### src/rtl/apb_master_bridge.sv
// ----------------------------------------------------------------------------
// apb_master_bridge
//
// APB4-style master that turns single requests from the JTAG-side requester
// into APB transfers on one of NUM_SLAVES slaves. The slave index is decoded
// from apb_paddr[SEL_LSB +: SEL_W]. The bridge runs IDLE -> SETUP -> ACCESS
// and reports completion, read data and errors back to the requester.
//
// Optional feature (macro APB_MASTER_PSTRB_EN):
//   defined   : adds apb_write_strb input and pstrb output; a write whose
//               strobe is all zero is rejected as an illegal request.
//   undefined : no strobe ports; every write is full width.
//
// Ports:
//   pclock, presetn          clock, synchronous active-low reset
//   transfer, read, write    request strobe and direction
//   apb_paddr, apb_write_data request address / write data
//   apb_busy                 high while a transfer is in SETUP/ACCESS
//   psel, penable, pwrite,
//   paddr, pwdata            APB master outputs
//   prdata, pready, pslverr  packed per-slave APB responses
//   apb_read_data_out        last captured read data
//   apb_read_data_valid      1-cycle pulse: read completed
//   apb_write_done           1-cycle pulse: write completed
//   apb_err                  1-cycle pulse: slave error, timeout,
//                            decode error or illegal request
//   fsm_state                current FSM state (debug visibility)
//
// Request handshake: the requester presents transfer=1 with the request
// fields for one cycle. The request is taken when apb_busy=0 at that edge;
// while apb_busy=1 requests are ignored, not queued. Every accepted or
// rejected request produces exactly one result pulse (valid, done and/or
// err), except when cut short by reset.
// ----------------------------------------------------------------------------
module apb_master_bridge #(
    parameter int ADDR_WIDTH     = 32,
    parameter int DATA_WIDTH     = 32,
    parameter int NUM_SLAVES     = 4,
    parameter int SEL_LSB        = 12,
    parameter int TIMEOUT_CYCLES = 16
) (
    input  logic                             pclock,
    input  logic                             presetn,
    input  logic                             transfer,
    input  logic                             read,
    input  logic                             write,
    input  logic [ADDR_WIDTH-1:0]            apb_paddr,
    input  logic [DATA_WIDTH-1:0]            apb_write_data,
`ifdef APB_MASTER_PSTRB_EN
    input  logic [DATA_WIDTH/8-1:0]          apb_write_strb,
    output logic [DATA_WIDTH/8-1:0]          pstrb,
`endif
    output logic                             apb_busy,
    output logic [NUM_SLAVES-1:0]            psel,
    output logic                             penable,
    output logic                             pwrite,
    output logic [ADDR_WIDTH-1:0]            paddr,
    output logic [DATA_WIDTH-1:0]            pwdata,
    input  logic [NUM_SLAVES*DATA_WIDTH-1:0] prdata,
    input  logic [NUM_SLAVES-1:0]            pready,
    input  logic [NUM_SLAVES-1:0]            pslverr,
    output logic [DATA_WIDTH-1:0]            apb_read_data_out,
    output logic                             apb_read_data_valid,
    output logic                             apb_write_done,
    output logic                             apb_err,
    output logic [1:0]                       fsm_state
);

    localparam int SEL_W = (NUM_SLAVES > 1) ? $clog2(NUM_SLAVES) : 1;
    localparam int CNT_W = $clog2(TIMEOUT_CYCLES + 1);

    localparam logic [1:0] ST_IDLE   = 2'd0;
    localparam logic [1:0] ST_SETUP  = 2'd1;
    localparam logic [1:0] ST_ACCESS = 2'd2;

    logic [1:0]            state_q,  state_d;
    logic [SEL_W-1:0]      idx_q,    idx_d;
    logic [ADDR_WIDTH-1:0] paddr_q,  paddr_d;
    logic                  pwrite_q, pwrite_d;
    logic [DATA_WIDTH-1:0] pwdata_q, pwdata_d;
    logic [CNT_W-1:0]      cnt_q,    cnt_d;
    logic [DATA_WIDTH-1:0] rdata_q,  rdata_d;
    logic                  rvalid_q, rvalid_d;
    logic                  wdone_q,  wdone_d;
    logic                  err_q,    err_d;
`ifdef APB_MASTER_PSTRB_EN
    logic [DATA_WIDTH/8-1:0] pstrb_q, pstrb_d;
`endif

    // Request qualification
    logic [SEL_W-1:0] req_idx;
    logic             dec_ok;
    logic             dir_ok;
    logic             strb_ok;
    logic             req_ok;

    assign req_idx = apb_paddr[SEL_LSB +: SEL_W];
    // Index field may encode more values than there are slaves.
    assign dec_ok  = (int'(req_idx) < NUM_SLAVES);
    assign dir_ok  = read ^ write;
`ifdef APB_MASTER_PSTRB_EN
    assign strb_ok = read || (apb_write_strb != '0);
`else
    assign strb_ok = 1'b1;
`endif
    assign req_ok  = dir_ok && strb_ok && dec_ok;

    // Response mux: only the selected slave's pready/pslverr/prdata matter.
    logic                  sel_ready;
    logic                  sel_err;
    logic [DATA_WIDTH-1:0] sel_rdata;

    always_comb begin
        sel_ready = 1'b0;
        sel_err   = 1'b0;
        sel_rdata = '0;
        for (int i = 0; i < NUM_SLAVES; i++) begin
            if (idx_q == SEL_W'(i)) begin
                sel_ready = pready[i];
                sel_err   = pslverr[i];
                sel_rdata = prdata[i*DATA_WIDTH +: DATA_WIDTH];
            end
        end
    end

    // One-hot select, active only in SETUP/ACCESS.
    always_comb begin
        psel = '0;
        for (int i = 0; i < NUM_SLAVES; i++) begin
            psel[i] = (state_q != ST_IDLE) && (idx_q == SEL_W'(i));
        end
    end

    always_comb begin
        state_d  = state_q;
        idx_d    = idx_q;
        paddr_d  = paddr_q;
        pwrite_d = pwrite_q;
        pwdata_d = pwdata_q;
        cnt_d    = cnt_q;
        rdata_d  = rdata_q;
        rvalid_d = 1'b0;
        wdone_d  = 1'b0;
        err_d    = 1'b0;
`ifdef APB_MASTER_PSTRB_EN
        pstrb_d  = pstrb_q;
`endif
        case (state_q)
            ST_IDLE: begin
                if (transfer) begin
                    if (req_ok) begin
                        state_d  = ST_SETUP;
                        idx_d    = req_idx;
                        paddr_d  = apb_paddr;
                        pwrite_d = write;
                        pwdata_d = apb_write_data;
`ifdef APB_MASTER_PSTRB_EN
                        pstrb_d  = write ? apb_write_strb : '0;
`endif
                    end else begin
                        // Rejected request: report it, leave the bus alone.
                        err_d = 1'b1;
                    end
                end
            end
            ST_SETUP: begin
                state_d = ST_ACCESS;
                cnt_d   = '0;
            end
            ST_ACCESS: begin
                if (sel_ready) begin
                    state_d = ST_IDLE;
                    err_d   = sel_err;
                    if (pwrite_q) begin
                        wdone_d = 1'b1;
                    end else begin
                        rvalid_d = 1'b1;
                        rdata_d  = sel_rdata;
                    end
                end else if (cnt_q == CNT_W'(TIMEOUT_CYCLES - 1)) begin
                    // This is the TIMEOUT_CYCLES-th ACCESS cycle without
                    // pready: give up, keep the old read data.
                    state_d = ST_IDLE;
                    err_d   = 1'b1;
                    cnt_d   = '0;
                end else begin
                    cnt_d = cnt_q + CNT_W'(1);
                end
            end
            default: begin
                state_d = ST_IDLE;
            end
        endcase
    end

    always_ff @(posedge pclock) begin
        if (!presetn) begin
            state_q  <= ST_IDLE;
            idx_q    <= '0;
            paddr_q  <= '0;
            pwrite_q <= 1'b0;
            pwdata_q <= '0;
            cnt_q    <= '0;
            rdata_q  <= '0;
            rvalid_q <= 1'b0;
            wdone_q  <= 1'b0;
            err_q    <= 1'b0;
`ifdef APB_MASTER_PSTRB_EN
            pstrb_q  <= '0;
`endif
        end else begin
            state_q  <= state_d;
            idx_q    <= idx_d;
            paddr_q  <= paddr_d;
            pwrite_q <= pwrite_d;
            pwdata_q <= pwdata_d;
            cnt_q    <= cnt_d;
            rdata_q  <= rdata_d;
            rvalid_q <= rvalid_d;
            wdone_q  <= wdone_d;
            err_q    <= err_d;
`ifdef APB_MASTER_PSTRB_EN
            pstrb_q  <= pstrb_d;
`endif
        end
    end

    assign apb_busy            = (state_q != ST_IDLE);
    assign penable             = (state_q == ST_ACCESS);
    assign pwrite              = pwrite_q;
    assign paddr               = paddr_q;
    assign pwdata              = pwdata_q;
    assign apb_read_data_out   = rdata_q;
    assign apb_read_data_valid = rvalid_q;
    assign apb_write_done      = wdone_q;
    assign apb_err             = err_q;
    assign fsm_state           = state_q;
`ifdef APB_MASTER_PSTRB_EN
    assign pstrb               = pstrb_q;
`endif

endmodule

### config.mk
export PLATFORM = sky130hd
export DESIGN_NAME = apb_master_bridge
export DESIGN_NICKNAME = d
export VERILOG_FILES = /design/src/rtl/apb_master_bridge.sv
export SDC_FILE = /design/constraint.sdc
export NUM_CORES = 1
export LEC_CHECK = 0
export ABC_CLOCK_PERIOD_IN_PS = 3400
export BUFFER_PORTS_ARGS = -buffer_cell sky130_fd_sc_hd__buf_2
export CAP_MARGIN = 20
export CORE_AREA = 2 2 122 124
export DETAILED_ROUTE_END_ITERATION = 12
export DIE_AREA = 0 0 124 126
export PLACE_DENSITY = 0.67
export SYNTH_ARGS = -nofsm -noshare
export SYNTH_HDL_FRONTEND = slang
export SYNTH_SLANG_ARGS = --single-unit
### constraint.sdc
create_clock -name pclock -period 3.4 [get_ports pclock]
set_input_delay 0.34 -clock pclock [delete_from_list [all_inputs] [get_ports pclock]]
set_output_delay 0.34 -clock pclock [all_outputs]
set_load 0.01 [all_outputs]
# After elaboration in Yosys (flattened, before gate mapping)

Index checks and enable logic that the tools add are counted.

Add/sub/neg operators: 1
Equal/unequal tests: 10
Multiplexer cells: 27
Bitwise logic cells: 2
Reductions and logical operators: 13

Operators by type and width:

| operator                                                         | number |
|---|---|
| 32-bit two-way mux                                               | 4 |
| 1-bit two-way mux                                                | 14 |
| 3-bit AND reduction                                              | 4 |
| 5-bit two-way mux                                                | 2 |
| 5-bit one-hot mux with 2 select lines                            | 1 |
| 2-bit two-way mux                                                | 4 |
| 2-bit == test (second input constant)                            | 3 |
| 2-bit != test (second input constant)                            | 3 |
| 2-bit one-hot mux with 3 select lines                            | 1 |
| 5-bit by 1-bit adder with 5-bit output (second input constant)   | 1 |
| 5-bit by 4-bit == test with 1-bit output (second input constant) | 1 |
| 2-bit by 1-bit == test with 1-bit output (second input constant) | 2 |
| 1-bit logical AND                                                | 4 |
| 2-bit logical NOT                                                | 2 |
| 2-bit nonzero test                                               | 2 |
| 3-bit by 1-bit != test with 1-bit output (second input constant) | 1 |
| 1-bit one-hot mux with 2 select lines                            | 1 |
| 2-bit AND reduction                                              | 1 |
| 1-bit NOT                                                        | 1 |
| 1-bit XOR                                                        | 1 |

Flip-flop bits (word level): 109
Bits of input ports: 205
Output and inout port bits: 108
Logic and storage cells: 63

# Longest topological paths before layout

Depth in word-level cells: 7
Depth in mapped cells: 5
Mapped depth without buffers: 4

# Least setup slack after synthesis

OpenSTA, ideal clock, no wires.

Path type: reg2reg
Start point: register idx_q[0]
End point: register rdata_q[15], in the netlist apb_read_data_out[15]
Library setup time: 115 ps
Data arrival time: 1768 ps
Required time: 3285 ps
Slack: 1517 ps
Cell stages (with the launch flop): 6
Path buffers: 2
Period minus slack after synthesis: 1883 ps
Path through: dfxtp_1 -> buf_2 -> buf_6 -> mux4_2 -> and3_1 -> o21a_1

Cells in the longest elaborated chain, start to end: 6
Elaborated cells between the ends (all ways): 13
Those cells by class: eq/ne (3); mux (8); reduce/logical (2)

Ends and longest elaborated chain:

| element                         | line | source |
|---|---|---|
| start: declaration              | 77   | `logic [SEL_W-1:0] idx_q, idx_d;` |
| start signal: assignment        | 213  | `idx_q <= idx_d;` |
| 2-bit logical NOT               | 118  | `if (idx_q == SEL_W'(i)) begin` |
| 1-bit two-way mux (4 in series) | 118  |  |
| 3-bit AND reduction (no line)   | n/a  |  |
| end signal: assignment          | 218  | `rdata_q <= rdata_d;` |
| end: declaration                | 82   | `logic [DATA_WIDTH-1:0] rdata_q, rdata_d;` |

Parallel ways exist; a longest one is shown, timed or not.
A chain may end at the register's enable or synchronous reset.

# Final worst setup path

Start point: register idx_q[0]
End point: register cnt_q[3]

Cells in the longest elaborated chain, start to end: 7
Elaborated cells between the ends (all ways): 10
Those cells by class: eq/ne (4); mux (4); reduce/logical (2)

Ends and longest elaborated chain:

| element                           | line | source |
|---|---|---|
| 2-bit logical NOT                 | 118  |  |
| 1-bit two-way mux (3 in series)   | 118  |  |
| 1-bit two-way mux (*)             | 118  |  |
| 2-bit != test (no line) (*)       | n/a  |  |
| 2-bit AND reduction (no line) (*) | n/a  |  |
| end signal: assignment            | 217  | `cnt_q <= cnt_d;` |
| end: declaration                  | 81   | `logic [CNT_W-1:0] cnt_q, cnt_d;` |

Every way passes the cells marked *; elsewhere a longest branch is shown, timed or not.

==> metrics <==
LEAKAGE 3.435 nW; Total GRT Usage 0.2149; power per cell area 416.4 nW/µm²; Iteration-0 DRC Markers 347; Die Span X 124 µm; via/cell ratio 5.370; CP required 3.68 ns; status complete, no violations; final-stage net count 1022; Hold Vio Cnt, Final 0; worst-path cell chain mux4_2, buf_12, or4_1, o211ai_1; Max IR drop VDD 267.6 µV; largest net degree at the start of global routing 76; dominant synthesized flop cell dfxtp_1; critical path arrival 2.33 ns; Setup CP Type reg2reg; Slew Viols, Final 0; GRT overflow 0; CTS Buffer Depth 2; slowest stage delay, CP 0.75 ns; CP Buf/Inv Count 1; Tmin final 2.044 ns; multiplexer share of the synthesized area 0.1459; Die Ht 126 µm; Ports 313; simple-gate area share of the yosys netlist 0.1332; first drt pass iteration count 4; largest family of logic cells by synthesized area compound AO/OA/AOI/OAI gates; RePlAce Congestion 0.8157; CTS Hold Bufs 0; routed len/inst 17.02 µm; core area 14310 µm²; H-tree depth 3; Core Util, Final 0.5122; Initial Util 0.3714; Max-cap violations 0; post-synthesis xor/xnor area fraction 0.003295; postcts setup bufs 0; CTS resizes 0; Critical Path Fanout Max 47; Max Freq 489.2 MHz; die area 15620 µm²; worst clock skew 0.008767 ns; clk sink count 107; actual slew at the worst max-slew pin 0.9634 ns; library cells used by synthesis 38; clock root buffer clkbuf_16; synthesized cell area 5316 µm²; Reg clk slew, reported paths 0.08 ns; number of synthesized register bits 107; antenna-violating nets left 0; Ys Warns 0; Mapped Nets 749; row count 44; synth-to-layout area growth 37.91%; Final Non-Filler Cells 1004; nature of the critical path startpoint flop; Post-synth EDFFs 0; ANT cells 0; # DRC 0; first-pass GRT wire length 26.43 mm; PortBufs 312; HPWL Detailed 12.27 mm; Async SR Flop Fraction 0; Clk Latency, worst-skew pair 0.35 ns; Post-Synthesis Cells 543; RSZ-0062 raised after global routing false; final setup TNS 0 ns; Via Count 5391; final wirelength 17.09 mm; initial antenna violation count 0; CP top delay family multiplexers; Rel. slew slack 0.3545; Seq/Total Area, Yosys 0.4029; Setup Viol. Count Final 0; crit path capture type flop; final period utilization 0.6013; vias in the first global route 5093; Synth Area in Adders 0.002353; Synth Area in Compound Gates 0.2605; slowest CP cell mux4_2; placed cells 988; syn_area_per_cell 9.791 µm²; worst min path class in2reg; fraction of layout cells with a size suffix above 1 0.4671; CTS tree yes; TritonCTS Buffers 9
[final cells by class]
type | instances | area, µm²
Fill cell | 1399 | 6982
Inverter | 4 | 15.01
Clock inverter | 6 | 90.09
Multi-Input combinational cell | 368 | 2935
Timing Repair Buffer | 326 | 1692
Sequential cell | 107 | 2145
Clock buffer | 9 | 225.2
Tap cell | 184 | 230.2
[cell usage after synthesis (2+ instances only)]
cell type,instances,share of area
a21boi_1,89,0.13
a21boi_0,10,0.014
or3_1,2,0.0024
and3_1,35,0.041
nand2b_1,4,0.0047
clkbuf_1,53,0.037
mux4_2,34,0.14
buf_1,5,0.0035
buf_6,2,0.0042
o2111ai_1,2,0.0033
buf_2,4,0.0038
nand3_1,67,0.063
inv_1,3,0.0021
o21a_1,32,0.045
o211ai_1,2,0.0028
nor3b_1,4,0.0056
o21ai_1,67,0.063
dfxtp_1,107,0.40
nand3b_1,2,0.0028
[stage by stage]
stage	instance area [µm²]	worst slack [ns]	power, mW	hold slack (ns)
global route	7332	1.192	3.195	0.2292
global placement	6997	1.196	1.950	0.4484
CTS	7312	1.251	3.092	0.2123
floorplan	5316	1.517	1.700	0.4329
detailed placement	6997	1.178	1.957	0.4522
finish	7332	1.356	3.053	0.2272
[registers in the layout, summed over array words and instances, names as in the netlist]
name	flops
apb_write_done	1
paddr	31
fsm_state	2
apb_read_data_valid	1
pwrite	1
cnt_q	5
apb_read_data_out	32
idx_q	1
apb_err	1
pwdata	32
[worst reg2reg max path, stage by stage (launching register included)]
cell and delay, ns:
dfxtp_2 0.34, mux4_2 0.75, buf_12 0.28, or4_1 0.52
o211ai_1 0.10
[path summary, 6_finish.rpt]
path / startpoint / to / slack [ns] / cells after the start
worst min register to register: cnt_q[4] / cnt_q[4] / 0.46 / 1
worst min-delay path: apb_write_data[29] / pwdata[29] / 0.23 / 3
worst max-delay path: idx_q[0] / cnt_q[3] / 1.36 / 4
worst max register to register: idx_q[0] / cnt_q[3] / 1.36 / 4
[logic make-up after synthesis]
kind of cell | after synthesis
muxes | 35
xor gates and xnor gates | 2
adders and majority gates | 1
and+or+nand+nor | 124
DFF | 107
buffers and inverters | 68
AOI/OAI and AO/OA | 206
[placed cells by master, fill, tap and decap left out, types with 2 or more instances in the layout]
master / instances
inv_1: 3
nand2b_1: 4
buf_4: 12
or3_1: 2
dfxtp_2: 2
o21a_1: 32
a21boi_1: 89
o211ai_1: 2
buf_2: 312
bufinv_16: 2
clkbuf_16: 9
and3_1: 35
mux4_2: 34
nor3b_2: 2
nor3b_1: 2
a21boi_0: 10
buf_12: 2
dfxtp_1: 105
o21ai_1: 67
o2111ai_1: 2
nand3_1: 67
nand3b_1: 2
[where the power goes]
group          switching, mW  internal, mW  total (mW)
registers             0.0276          1.31        1.34
logic                  0.317         0.277       0.594
clock network          0.478         0.644        1.12
total                  0.823          2.23        3.05
[per-layer routing]
layer,track usage,wire (µm)
met5,0,0
met4,0.07799,445
met3,0.04167,1088
met2,0.3562,8368
met1,0.2772,7186
Note: power is estimated with default switching activity, not from simulation.
